===== config.mk =====
export PLATFORM = sky130hd
export DESIGN_NAME = parachute_obj_ctrl_flat
export DESIGN_NICKNAME = d
export VERILOG_FILES = /design/src/rtl/parachute_pkg.sv /design/src/rtl/parachute_obj_ctrl_if.sv /design/src/rtl/parachute_obj_slot.sv /design/src/rtl/parachute_obj_ctrl.sv /design/src/flat_wrapper.sv
export SDC_FILE = /design/constraint.sdc
export NUM_CORES = 1
export LEC_CHECK = 0
export CAP_MARGIN = 20
export CORE_MARGIN = 2
export CORE_UTILIZATION = 35
export CTS_CLUSTER_SIZE = 16
export DETAILED_ROUTE_END_ITERATION = 10
export HOLD_SLACK_MARGIN = 0.02
export PLACE_DENSITY = 0.66
export SLEW_MARGIN = 30
export SYNTH_ARGS = -nofsm -noshare
export SYNTH_HDL_FRONTEND = slang
export SYNTH_SLANG_ARGS = --single-unit

===== constraint.sdc =====
create_clock -name Clk -period 5.9 [get_ports Clk]
set_clock_uncertainty 0.2 [all_clocks]
set_input_delay 1.18 -clock Clk [delete_from_list [all_inputs] [get_ports Clk]]
set_output_delay 1.18 -clock Clk [all_outputs]
set_load 0.01 [all_outputs]

===== src/rtl/parachute_pkg.sv =====
// Shared types and constants for the parachute object controller.
package parachute_pkg;

  typedef enum logic [1:0] {
    ST_IDLE   = 2'd0,
    ST_FALL   = 2'd1,
    ST_CAUGHT = 2'd2,
    ST_LANDED = 2'd3
  } obj_state_t;

  localparam int Y_W       = 10;
  localparam int NUM_SLOTS = 4;
  localparam int STEP_W    = 4;
  localparam int MAX_STEP  = 6;

  // Fixed lane X positions, slot 0 in the low word.
  localparam logic [NUM_SLOTS-1:0][Y_W-1:0] LANE_X =
    {10'd560, 10'd400, 10'd240, 10'd80};

  function automatic logic [2:0] popcount4(input logic [3:0] v);
    return 3'(v[0]) + 3'(v[1]) + 3'(v[2]) + 3'(v[3]);
  endfunction

endpackage


===== src/rtl/parachute_obj_ctrl_if.sv =====
// Spawn/control inputs and sprite/score outputs of the parachute controller.
interface parachute_obj_ctrl_if;
  import parachute_pkg::*;

  logic                   frame_tick;
  logic                   obj0;
  logic                   obj1;
  logic                   obj2;
  logic                   obj3;
  logic                   obj_clear;
  logic                   freeze;
  logic [Y_W-1:0]         player_x;
  logic [2*NUM_SLOTS-1:0] obj_state;
  logic [Y_W*NUM_SLOTS-1:0] obj_y;
  logic [2:0]             score_add;
  logic [2:0]             miss_add;

  modport master (
    output frame_tick, obj0, obj1, obj2, obj3, obj_clear, freeze, player_x,
    input  obj_state, obj_y, score_add, miss_add
  );

  modport slave (
    input  frame_tick, obj0, obj1, obj2, obj3, obj_clear, freeze, player_x,
    output obj_state, obj_y, score_add, miss_add
  );

endinterface


===== src/rtl/parachute_obj_slot.sv =====
// One falling-object slot: IDLE -> FALL -> CAUGHT/LANDED -> hold -> IDLE.
module parachute_obj_slot
  import parachute_pkg::*;
#(
  parameter int CATCH_Y      = 420,
  parameter int FLOOR_Y      = 440,
  parameter int CATCH_HALF_W = 24,
  parameter int HOLD_FRAMES  = 30
) (
  input  logic              Clk,
  input  logic              Reset,
  input  logic              spawn,
  input  logic              tick,
  input  logic              clear,
  input  logic              freeze,
  input  logic [STEP_W-1:0] step,
  input  logic [Y_W-1:0]    lane_x,
  input  logic [Y_W-1:0]    player_x,
  output obj_state_t        state,
  output logic [Y_W-1:0]    y,
  output logic              catch_pulse,
  output logic              land_pulse
);

  localparam int YX_W   = Y_W + 1;
  localparam int HOLD_W = $clog2(HOLD_FRAMES + 1);
  localparam logic [YX_W-1:0]   CATCH_YX  = YX_W'(CATCH_Y);
  localparam logic [YX_W-1:0]   FLOOR_YX  = YX_W'(FLOOR_Y);
  localparam logic [HOLD_W-1:0] HOLD_LAST = HOLD_W'(HOLD_FRAMES - 1);

  obj_state_t          state_q, state_d;
  logic [Y_W-1:0]      y_q, y_d;
  logic [HOLD_W-1:0]   hold_q, hold_d;

  logic [YX_W-1:0]        ny;
  logic signed [YX_W-1:0] diff;
  logic signed [YX_W-1:0] adiff;
  logic                   in_reach;

  always_comb begin
    ny       = {1'b0, y_q} + YX_W'(step);
    diff     = $signed({1'b0, lane_x}) - $signed({1'b0, player_x});
    adiff    = diff[YX_W-1] ? -diff : diff;
    in_reach = (adiff <= $signed(YX_W'(CATCH_HALF_W)));
  end

  always_comb begin
    state_d     = state_q;
    y_d         = y_q;
    hold_d      = hold_q;
    catch_pulse = 1'b0;
    land_pulse  = 1'b0;
    if (clear) begin
      state_d = ST_IDLE;
      y_d     = '0;
      hold_d  = '0;
    end else if (!freeze) begin
      unique case (state_q)
        ST_IDLE: begin
          if (spawn) begin
            state_d = ST_FALL;
            y_d     = '0;
          end
        end
        ST_FALL: begin
          if (tick) begin
            // Catch test only fires on the tick that crosses the catch line.
            if (({1'b0, y_q} < CATCH_YX) && (ny >= CATCH_YX) && in_reach) begin
              state_d     = ST_CAUGHT;
              y_d         = Y_W'(CATCH_Y);
              hold_d      = '0;
              catch_pulse = 1'b1;
            end else if (ny >= FLOOR_YX) begin
              state_d    = ST_LANDED;
              y_d        = Y_W'(FLOOR_Y);
              hold_d     = '0;
              land_pulse = 1'b1;
            end else begin
              y_d = ny[Y_W-1:0];
            end
          end
        end
        default: begin
          if (tick) begin
            if (hold_q == HOLD_LAST) begin
              state_d = ST_IDLE;
              y_d     = '0;
              hold_d  = '0;
            end else begin
              hold_d = hold_q + HOLD_W'(1);
            end
          end
        end
      endcase
    end
  end

  always_ff @(posedge Clk) begin
    if (Reset) begin
      state_q <= ST_IDLE;
      y_q     <= '0;
      hold_q  <= '0;
    end else begin
      state_q <= state_d;
      y_q     <= y_d;
      hold_q  <= hold_d;
    end
  end

  assign state = state_q;
  assign y     = y_q;

endmodule


===== src/rtl/parachute_obj_ctrl.sv =====
// Four-lane parachute object controller with registered catch/miss counts.
// Optional build macro PARACHUTE_SPEEDUP_EN raises the fall step every 8 catches.
module parachute_obj_ctrl
  import parachute_pkg::*;
#(
  parameter int FALL_STEP    = 2,
  parameter int CATCH_Y      = 420,
  parameter int FLOOR_Y      = 440,
  parameter int CATCH_HALF_W = 24,
  parameter int HOLD_FRAMES  = 30
) (
  input  logic               Clk,
  input  logic               Reset,
  parachute_obj_ctrl_if.slave bus
);

  logic [NUM_SLOTS-1:0] spawn;
  logic [NUM_SLOTS-1:0] catch_vec;
  logic [NUM_SLOTS-1:0] land_vec;
  logic [STEP_W-1:0]    step;
  obj_state_t           slot_state [NUM_SLOTS];
  logic [Y_W-1:0]       slot_y     [NUM_SLOTS];

  logic [2:0] score_add_q, score_add_d;
  logic [2:0] miss_add_q, miss_add_d;

  assign spawn = {bus.obj3, bus.obj2, bus.obj1, bus.obj0};

  for (genvar gi = 0; gi < NUM_SLOTS; gi++) begin : g_slot
    parachute_obj_slot #(
      .CATCH_Y      (CATCH_Y),
      .FLOOR_Y      (FLOOR_Y),
      .CATCH_HALF_W (CATCH_HALF_W),
      .HOLD_FRAMES  (HOLD_FRAMES)
    ) u_slot (
      .Clk         (Clk),
      .Reset       (Reset),
      .spawn       (spawn[gi]),
      .tick        (bus.frame_tick),
      .clear       (bus.obj_clear),
      .freeze      (bus.freeze),
      .step        (step),
      .lane_x      (LANE_X[gi]),
      .player_x    (bus.player_x),
      .state       (slot_state[gi]),
      .y           (slot_y[gi]),
      .catch_pulse (catch_vec[gi]),
      .land_pulse  (land_vec[gi])
    );

    assign bus.obj_state[2*gi +: 2]   = slot_state[gi];
    assign bus.obj_y[Y_W*gi +: Y_W]   = slot_y[gi];
  end

  // Slot pulses are already suppressed under clear/freeze.
  always_comb begin
    score_add_d = popcount4(catch_vec);
    miss_add_d  = popcount4(land_vec);
  end

  always_ff @(posedge Clk) begin
    if (Reset) begin
      score_add_q <= '0;
      miss_add_q  <= '0;
    end else begin
      score_add_q <= score_add_d;
      miss_add_q  <= miss_add_d;
    end
  end

  assign bus.score_add = score_add_q;
  assign bus.miss_add  = miss_add_q;

`ifdef PARACHUTE_SPEEDUP_EN
  logic [2:0]        catch_cnt_q, catch_cnt_d;
  logic [STEP_W-1:0] step_q, step_d;
  logic [3:0]        catch_sum;

  // Bit 3 of the sum marks a wrap of the 3-bit catch counter.
  always_comb begin
    catch_sum   = {1'b0, catch_cnt_q} + {1'b0, score_add_q};
    catch_cnt_d = catch_sum[2:0];
    step_d      = step_q;
    if (bus.obj_clear) begin
      catch_cnt_d = '0;
      step_d      = STEP_W'(FALL_STEP);
    end else if (catch_sum[3] && (step_q < STEP_W'(MAX_STEP))) begin
      step_d = step_q + STEP_W'(1);
    end
  end

  always_ff @(posedge Clk) begin
    if (Reset) begin
      catch_cnt_q <= '0;
      step_q      <= STEP_W'(FALL_STEP);
    end else begin
      catch_cnt_q <= catch_cnt_d;
      step_q      <= step_d;
    end
  end

  assign step = step_q;
`else
  assign step = STEP_W'(FALL_STEP);
`endif

endmodule


===== src/flat_wrapper.sv =====
// flat-port wrapper written by rule: the top's interface ports become plain ports
module parachute_obj_ctrl_flat import parachute_pkg::*;
#(
  parameter int FALL_STEP    = 2,
  parameter int CATCH_Y      = 420,
  parameter int FLOOR_Y      = 440,
  parameter int CATCH_HALF_W = 24,
  parameter int HOLD_FRAMES  = 30
)
  (Clk, Reset, bus_frame_tick, bus_obj0, bus_obj1, bus_obj2, bus_obj3, bus_obj_clear, bus_freeze, bus_player_x, bus_obj_state, bus_obj_y, bus_score_add, bus_miss_add);
  parachute_obj_ctrl_if bus_i ();
  input  logic Clk;
  input  logic Reset;
  input wire logic [$bits(bus_i.frame_tick)-1:0] bus_frame_tick;
  input wire logic [$bits(bus_i.obj0)-1:0] bus_obj0;
  input wire logic [$bits(bus_i.obj1)-1:0] bus_obj1;
  input wire logic [$bits(bus_i.obj2)-1:0] bus_obj2;
  input wire logic [$bits(bus_i.obj3)-1:0] bus_obj3;
  input wire logic [$bits(bus_i.obj_clear)-1:0] bus_obj_clear;
  input wire logic [$bits(bus_i.freeze)-1:0] bus_freeze;
  input wire logic [$bits(bus_i.player_x)-1:0] bus_player_x;
  output wire logic [$bits(bus_i.obj_state)-1:0] bus_obj_state;
  output wire logic [$bits(bus_i.obj_y)-1:0] bus_obj_y;
  output wire logic [$bits(bus_i.score_add)-1:0] bus_score_add;
  output wire logic [$bits(bus_i.miss_add)-1:0] bus_miss_add;
  assign bus_i.frame_tick = bus_frame_tick;
  assign bus_i.obj0 = bus_obj0;
  assign bus_i.obj1 = bus_obj1;
  assign bus_i.obj2 = bus_obj2;
  assign bus_i.obj3 = bus_obj3;
  assign bus_i.obj_clear = bus_obj_clear;
  assign bus_i.freeze = bus_freeze;
  assign bus_i.player_x = bus_player_x;
  assign bus_obj_state = bus_i.obj_state;
  assign bus_obj_y = bus_i.obj_y;
  assign bus_score_add = bus_i.score_add;
  assign bus_miss_add = bus_i.miss_add;
  parachute_obj_ctrl #(.FALL_STEP(FALL_STEP), .CATCH_Y(CATCH_Y), .FLOOR_Y(FLOOR_Y), .CATCH_HALF_W(CATCH_HALF_W), .HOLD_FRAMES(HOLD_FRAMES)) u_core (.Clk(Clk), .Reset(Reset), .bus(bus_i));
endmodule

After elaboration in Yosys (flattened, before gate mapping)

Index checks and enable logic that the tools add are counted.

Flip-flop bits (word level): 74
Input port bits: 19
Output and inout port bits: 54
Word-level logic and storage cells: 238

Add/sub/neg operators: 22
Order comparisons: 16
Equality and inequality tests: 20
Multiplexer cells: 128
Bitwise gates (word level): 5
Reduce and logical (&&, ||, !) cells: 33

Operator list:

| kind                   | count |
|---|---|
| $mux 10                | 24 |
| $mux 5                 | 20 |
| $ge 11x9->1 const B    | 8 |
| $pmux 10 s2            | 4 |
| $mux 2                 | 24 |
| $add 10x2->11 const B  | 4 |
| $le 11x6->1 const B    | 4 |
| $mux 1                 | 44 |
| $mux 11                | 4 |
| $neg 11->11            | 4 |
| $lt 10x9->1 const B    | 4 |
| $pmux 5 s2             | 4 |
| $reduce_and 6->1       | 4 |
| $add 5x1->5 const B    | 4 |
| $eq 5x5->1 const B     | 4 |
| $reduce_and 5->1       | 4 |
| $ne 2x2->1 const B     | 8 |
| $pmux 2 s2             | 4 |
| $reduce_and 4->1       | 4 |
| $add 3x1->3            | 4 |
| $ne 3x3->1 const B     | 4 |
| $reduce_bool 3->1      | 4 |
| $sub 10x10->11 const A | 1 |
| $sub 7x10->11 const A  | 1 |
| other kinds (9)        | 30 |

Logic depth before layout (Yosys ltp)

Word-level depth: 13
Mapped depth: 16
Mapped depth without buffers: 14

Cells and area by module

From an unflattened synthesis, not the netlist that was laid out.

Cells, all modules: 1162
Area, all modules: 8538.2 um^2

Modules (own cells, without submodules):

| module                                           | times used | cells an instance | area an instance (um^2) | sequential area each (um^2) |
|---|---|---|---|---|
| parachute_obj_slot (u_core.g_slot[0].u_slot ...) | 3          | 283               | 2062.0                  | 340.3 |
| parachute_obj_slot (u_core.g_slot[3].u_slot)     | 1          | 283               | 2059.5                  | 340.3 |
| parachute_obj_ctrl                               | 1          | 30                | 292.8                   | 120.1 |

Least setup slack after synthesis

OpenSTA, ideal clock, no wires.

Path kind: input port to flip-flop
From: input bus_player_x[0]
To: register u_core.miss_add_q[1], in the netlist u_core.bus.miss_add[1]
Library setup time: 0.114 ns
Arrival: 4.568 ns
Required time: 5.586 ns
Path slack: 1.019 ns
Stages: 15
Buffers on the path: 1
Path through: buf_2 > inv_1 > ha_1 > or3_1 > nor3_1 > a21oi_1 > o311a_1 > a211o_1 > nand4_1 > inv_1 > nor4b_1 > ha_1 > fa_1 > ha_1 > nor2b_1

Cells in the longest elaborated chain, start to end: 13
Elaborated cells on any way between the ends: 43
Those cells by class: add/sub: 11; order compare: 4; mux: 24; reduce/logical: 4

RTL lines:

| element                                               | line                     | source |
|---|---|---|
| from (decl)                                           | flat_wrapper.sv:21       | `input wire logic [$bits(bus_i.player_x)-1:0] bus_player_x;` |
| $sub 7x10->11 / $sub 8x10->11 (equally long branches) | parachute_obj_slot.sv:42 | `diff = $signed({1'b0, lane_x}) - $signed({1'b0, player_x});` |
| $neg 11->11                                           | parachute_obj_slot.sv:43 | `adiff = diff[YX_W-1] ? -diff : diff;` |
| $mux 11                                               | parachute_obj_slot.sv:43 |  |
| $le 11x6->1                                           | parachute_obj_slot.sv:44 | `in_reach = (adiff <= $signed(YX_W'(CATCH_HALF_W)));` |
| $logic_and 1x1->1                                     | parachute_obj_slot.sv:68 | `if (({1'b0, y_q} < CATCH_YX) && (ny >= CATCH_YX) && in_reach) begin` |
| $mux 1                                                | parachute_obj_slot.sv:68 |  |
| $mux 1                                                | parachute_obj_slot.sv:66 | `if (tick) begin` |
| $mux 1                                                | parachute_obj_slot.sv:58 | `unique case (state_q)` |
| $mux 1                                                | parachute_obj_slot.sv:57 | `end else if (!freeze) begin` |
| $mux 1                                                | parachute_obj_slot.sv:53 | `if (clear) begin` |
| $add 1x1->2                                           | parachute_pkg.sv:21      | `return 3'(v[0]) + 3'(v[1]) + 3'(v[2]) + 3'(v[3]);` |
| $add 3x1->3                                           | parachute_pkg.sv:21      |  |
| $add 3x1->3 (*)                                       | parachute_pkg.sv:21      |  |
| via u_core.miss_add_d[1]                              | parachute_obj_ctrl.sv:25 | `logic [2:0] miss_add_q, miss_add_d;` |
| to (signal assigned)                                  | parachute_obj_ctrl.sv:67 | `miss_add_q <= miss_add_d;` |
| to (decl)                                             | parachute_obj_ctrl.sv:25 |  |

The timed path passes the listed nets; every way through them passes the cells marked *.
A chain may end at the register's enable or synchronous reset.

Worst setup path after layout

From: input bus_player_x[2]
To: register u_core.miss_add_q[1], in the netlist u_core.bus.miss_add[1]

The elaborated chain is that of the path after synthesis.

==> summary.txt <==
Clocking
  – Cts bufs inserted: 9
  – Reg clk slew, reported paths: 0.05 ns
  – Hold buffers post-CTS: 0
  – CTS tree: yes
  – Post-CTS Setup Bufs: 0
  – CTS Root Cell: clkbuf_16
  – Clock buffer depth: 2
  – Clock Latency Late Sink: 0.33 ns
  – CTS H-tree depth: 3
  – Clock Sinks: 70
  – Post-CTS Resized: 0

Detailed routing
  – WL/cell: 15.9 um
  – Initial DRC Count: 512
  – DRC Markers: 0
  – Via count: 6,721
  – Final ANT Viol Nets: 0
  – WL final: 17.9 mm
  – Via/cell ratio: 5.97
  – First-pass detailed-route iteration total: 5

Placement
  – DP Wirelength: 12.9 mm
  – GP Congestion: 0.921
  – Pre-CTS setup slack: 0.325 ns
  – Port-buffer cells: 68

Global route
  – Overflow after GRT: 0
  – Total track usage: 0.190
  – Pin count of the biggest net entering global routing: 46
  – Global-route wire length before repair: 29.2 mm
  – Initial antenna violation count: 0
  – Vias in the first global route: 5,868

Die
  – Starting Density: 0.358
  – IO Pins: 73
  – Die area: 18,700 sq um
  – Die X: 137 um
  – FP Rows: 48
  – Die Y-Extent: 137 um
  – Core Area: 17,200 sq um

Yosys
  – Cell area after synthesis: 6170 sq um
  – Yosys cell types: 86
  – Post-Syn Area per Cell: 7.22 sq um
  – Yosys reg bits: 70
  – Top FF cell, synth: dfxtp_1
  – Post-Syn Instances: 855
  – Part of the Yosys area used for sequential elements: 0.227
  – EDFF count, synth: 0
  – Syn. warnings: 0
  – Post-synth ARST share: 0

STA
  – Final Max Tran Viols: 0
  – Post-route minimum period: 5.30 ns
  – Worst setup margin: 0.598 ns
  – # setup viols final: 0
  – Slew margin rel.: 0.445
  – Max Fclk: 189 MHz
  – Final Hold Vio Count: 0
  – Fin crit share: 0.899
  – Slew @ Worst Pin: 0.833 ns
  – Setup TNS: 0 ns
  – RSZ-0062 raised after global routing: no

Power and ir drop
  – Overall Power: 1.16 mW
  – LEAKAGE: 2.58 nW
  – Share of power burned in registers: 0.412
  – P per Cell Area: 158 nW/um^2
  – Max VDD drop: 146 uV
  – P_int: 0.847 mW
  – Net switching power: 0.310 mW
  – Power share of the combinational group: 0.155
  – Sw frac: 0.268
  – Clk network pwr share: 0.433

Flow run
  – MaxCap Viol Count: 0

Critical path
  – Critical Path RT: 5.91 ns
  – CP Capture Type: register
  – Arrival time of the worst setup path: 5.31 ns
  – CP startpoint kind: primary input
  – WS Path Type: in -> reg
  – Worst Path Max Fanout: 9

Worst hold path
  – Worst hold path type: reg -> reg

Cells and area
  – Most frequent cells in the layout: 79 x nand2_1, 70 x dfxtp_1, 68 x clkdlybuf4s50_1
  – Util after Layout: 0.425
  – ANT cells: 0
  – Fillcell total: 1,730
  – Commonest non-fill, non-tap cell in the layout: nand2_1
  – Area grow syn2layout: 18.7%
  – Nets@finish: 940
  – Layout cell share with drive strength beyond 1: 0.0677

Outcome
  – Outcome: finished clean
## worst max-delay path: stages
cell             delay, ns
clkdlybuf4s50_1       0.61
o41ai_4               0.80
xnor2_2               0.25
o311a_1               0.41
a211o_1               0.31
nand4_1               0.20
inv_1                 0.09
nor4b_1               0.35
ha_1                  0.31
fa_1                  0.39
ha_1                  0.27
nor2b_1               0.12
## metal layers
metal	up-vias	share of wire	global-route usage
li1	3277	-	-
met5	-	0	0
met4	0	0.021	0.0567
met2	282	0.44	0.295
met3	32	0.069	0.0341
met1	3130	0.47	0.267
## synth_stat cells (7+ instances only)
cell	count	area [sq um]
a21o_1	9	67.6
a21oi_1	65	325
a22oi_1	8	60.1
a31oi_1	25	156
and3_1	20	125
and4_1	7	61.3
clkbuf_1	49	184
dfxtp_1	70	1400
ha_1	22	275
inv_1	34	128
mux2i_1	9	90.1
nand2_1	79	297
nand2b_1	18	113
nand3_1	43	215
nand3b_1	7	52.6
nand4_1	14	87.6
nor2_1	68	255
nor2b_1	22	138
nor3_1	24	120
nor4_1	9	56.3
o21ai_0	57	285
o31a_1	7	61.3
o31ai_1	10	75.1
or2_2	7	43.8
or3_1	9	56.3
xnor2_1	14	123
## metrics by stage
stage	hold WS, ns	instances	cell area (sq um)
4_1_cts	0.269	1126	7320
3_3_place_gp	0.260	1111	7050
6_report	0.264	1126	7320
2_1_floorplan	0.232	858	6180
3_5_place_dp	0.258	1111	7050
5_1_grt	0.297	1126	7320
## cells by family (layout without fill, tap and decap cells)
group | Yosys count | after routing | synth area share
xor gates and xnor gates | 18 | 18 | 0.0268
DFF | 70 | 70 | 0.227
adders and majority gates | 24 | 24 | 0.0511
other | 1 | 4 | 0.000608
buffers and inverters | 96 | 139 | 0.0625
muxes | 9 | 9 | 0.0146
AOI/OAI and AO/OA | 276 | 276 | 0.305
and+or+nand+nor | 361 | 361 | 0.312
## area by class of cell
cell class                      count  area, sq um  share of cell area
Multi-Input combinational cell    692         4400               0.600
Inverter                           34          128              0.0174
Timing Repair Buffer               90          846               0.116
Tap cell                          225          282              0.0384
Clock inverter                      1         5.00            0.000684
Clock buffer                       14          264              0.0361
Sequential cell                    70         1400               0.191
## flip-flops by register name, indices dropped and copies added, names as in the netlist
name                         cells
u_core.g_slot.u_slot.y          36
u_core.g_slot.u_slot.state       8
u_core.bus.miss_add              3
u_core.bus.score_add             3
u_core.g_slot.u_slot.hold_q     20
## power by group through the flow
| stage | sequential [mW] | combinational (mW) | clock [mW] |
|---|---|---|---|
| after floorplan | 0.487 | 0.122 | 0 |
| after global placement | 0.487 | 0.176 | 0 |
| after detailed placement | 0.487 | 0.176 | 0 |
| after CTS | 0.477 | 0.176 | 0.510 |
| after global routing | 0.477 | 0.196 | 0.532 |
| final | 0.477 | 0.179 | 0.500 |
## worst paths after layout
kind,startpoint,to,slack (ns),cells after the start
max,bus_player_x[2],u_core.bus.miss_add[1],0.60,12
min,u_core.g_slot[3].u_slot.hold_q[4],u_core.g_slot[3].u_slot.hold_q[4],0.26,1
max reg2reg,u_core.g_slot[1].u_slot.y[2],u_core.bus.miss_add[1],1.69,14
min reg2reg,u_core.g_slot[3].u_slot.hold_q[4],u_core.g_slot[3].u_slot.hold_q[4],0.26,1
No activity file was read; power rests on OpenSTA's default activity.
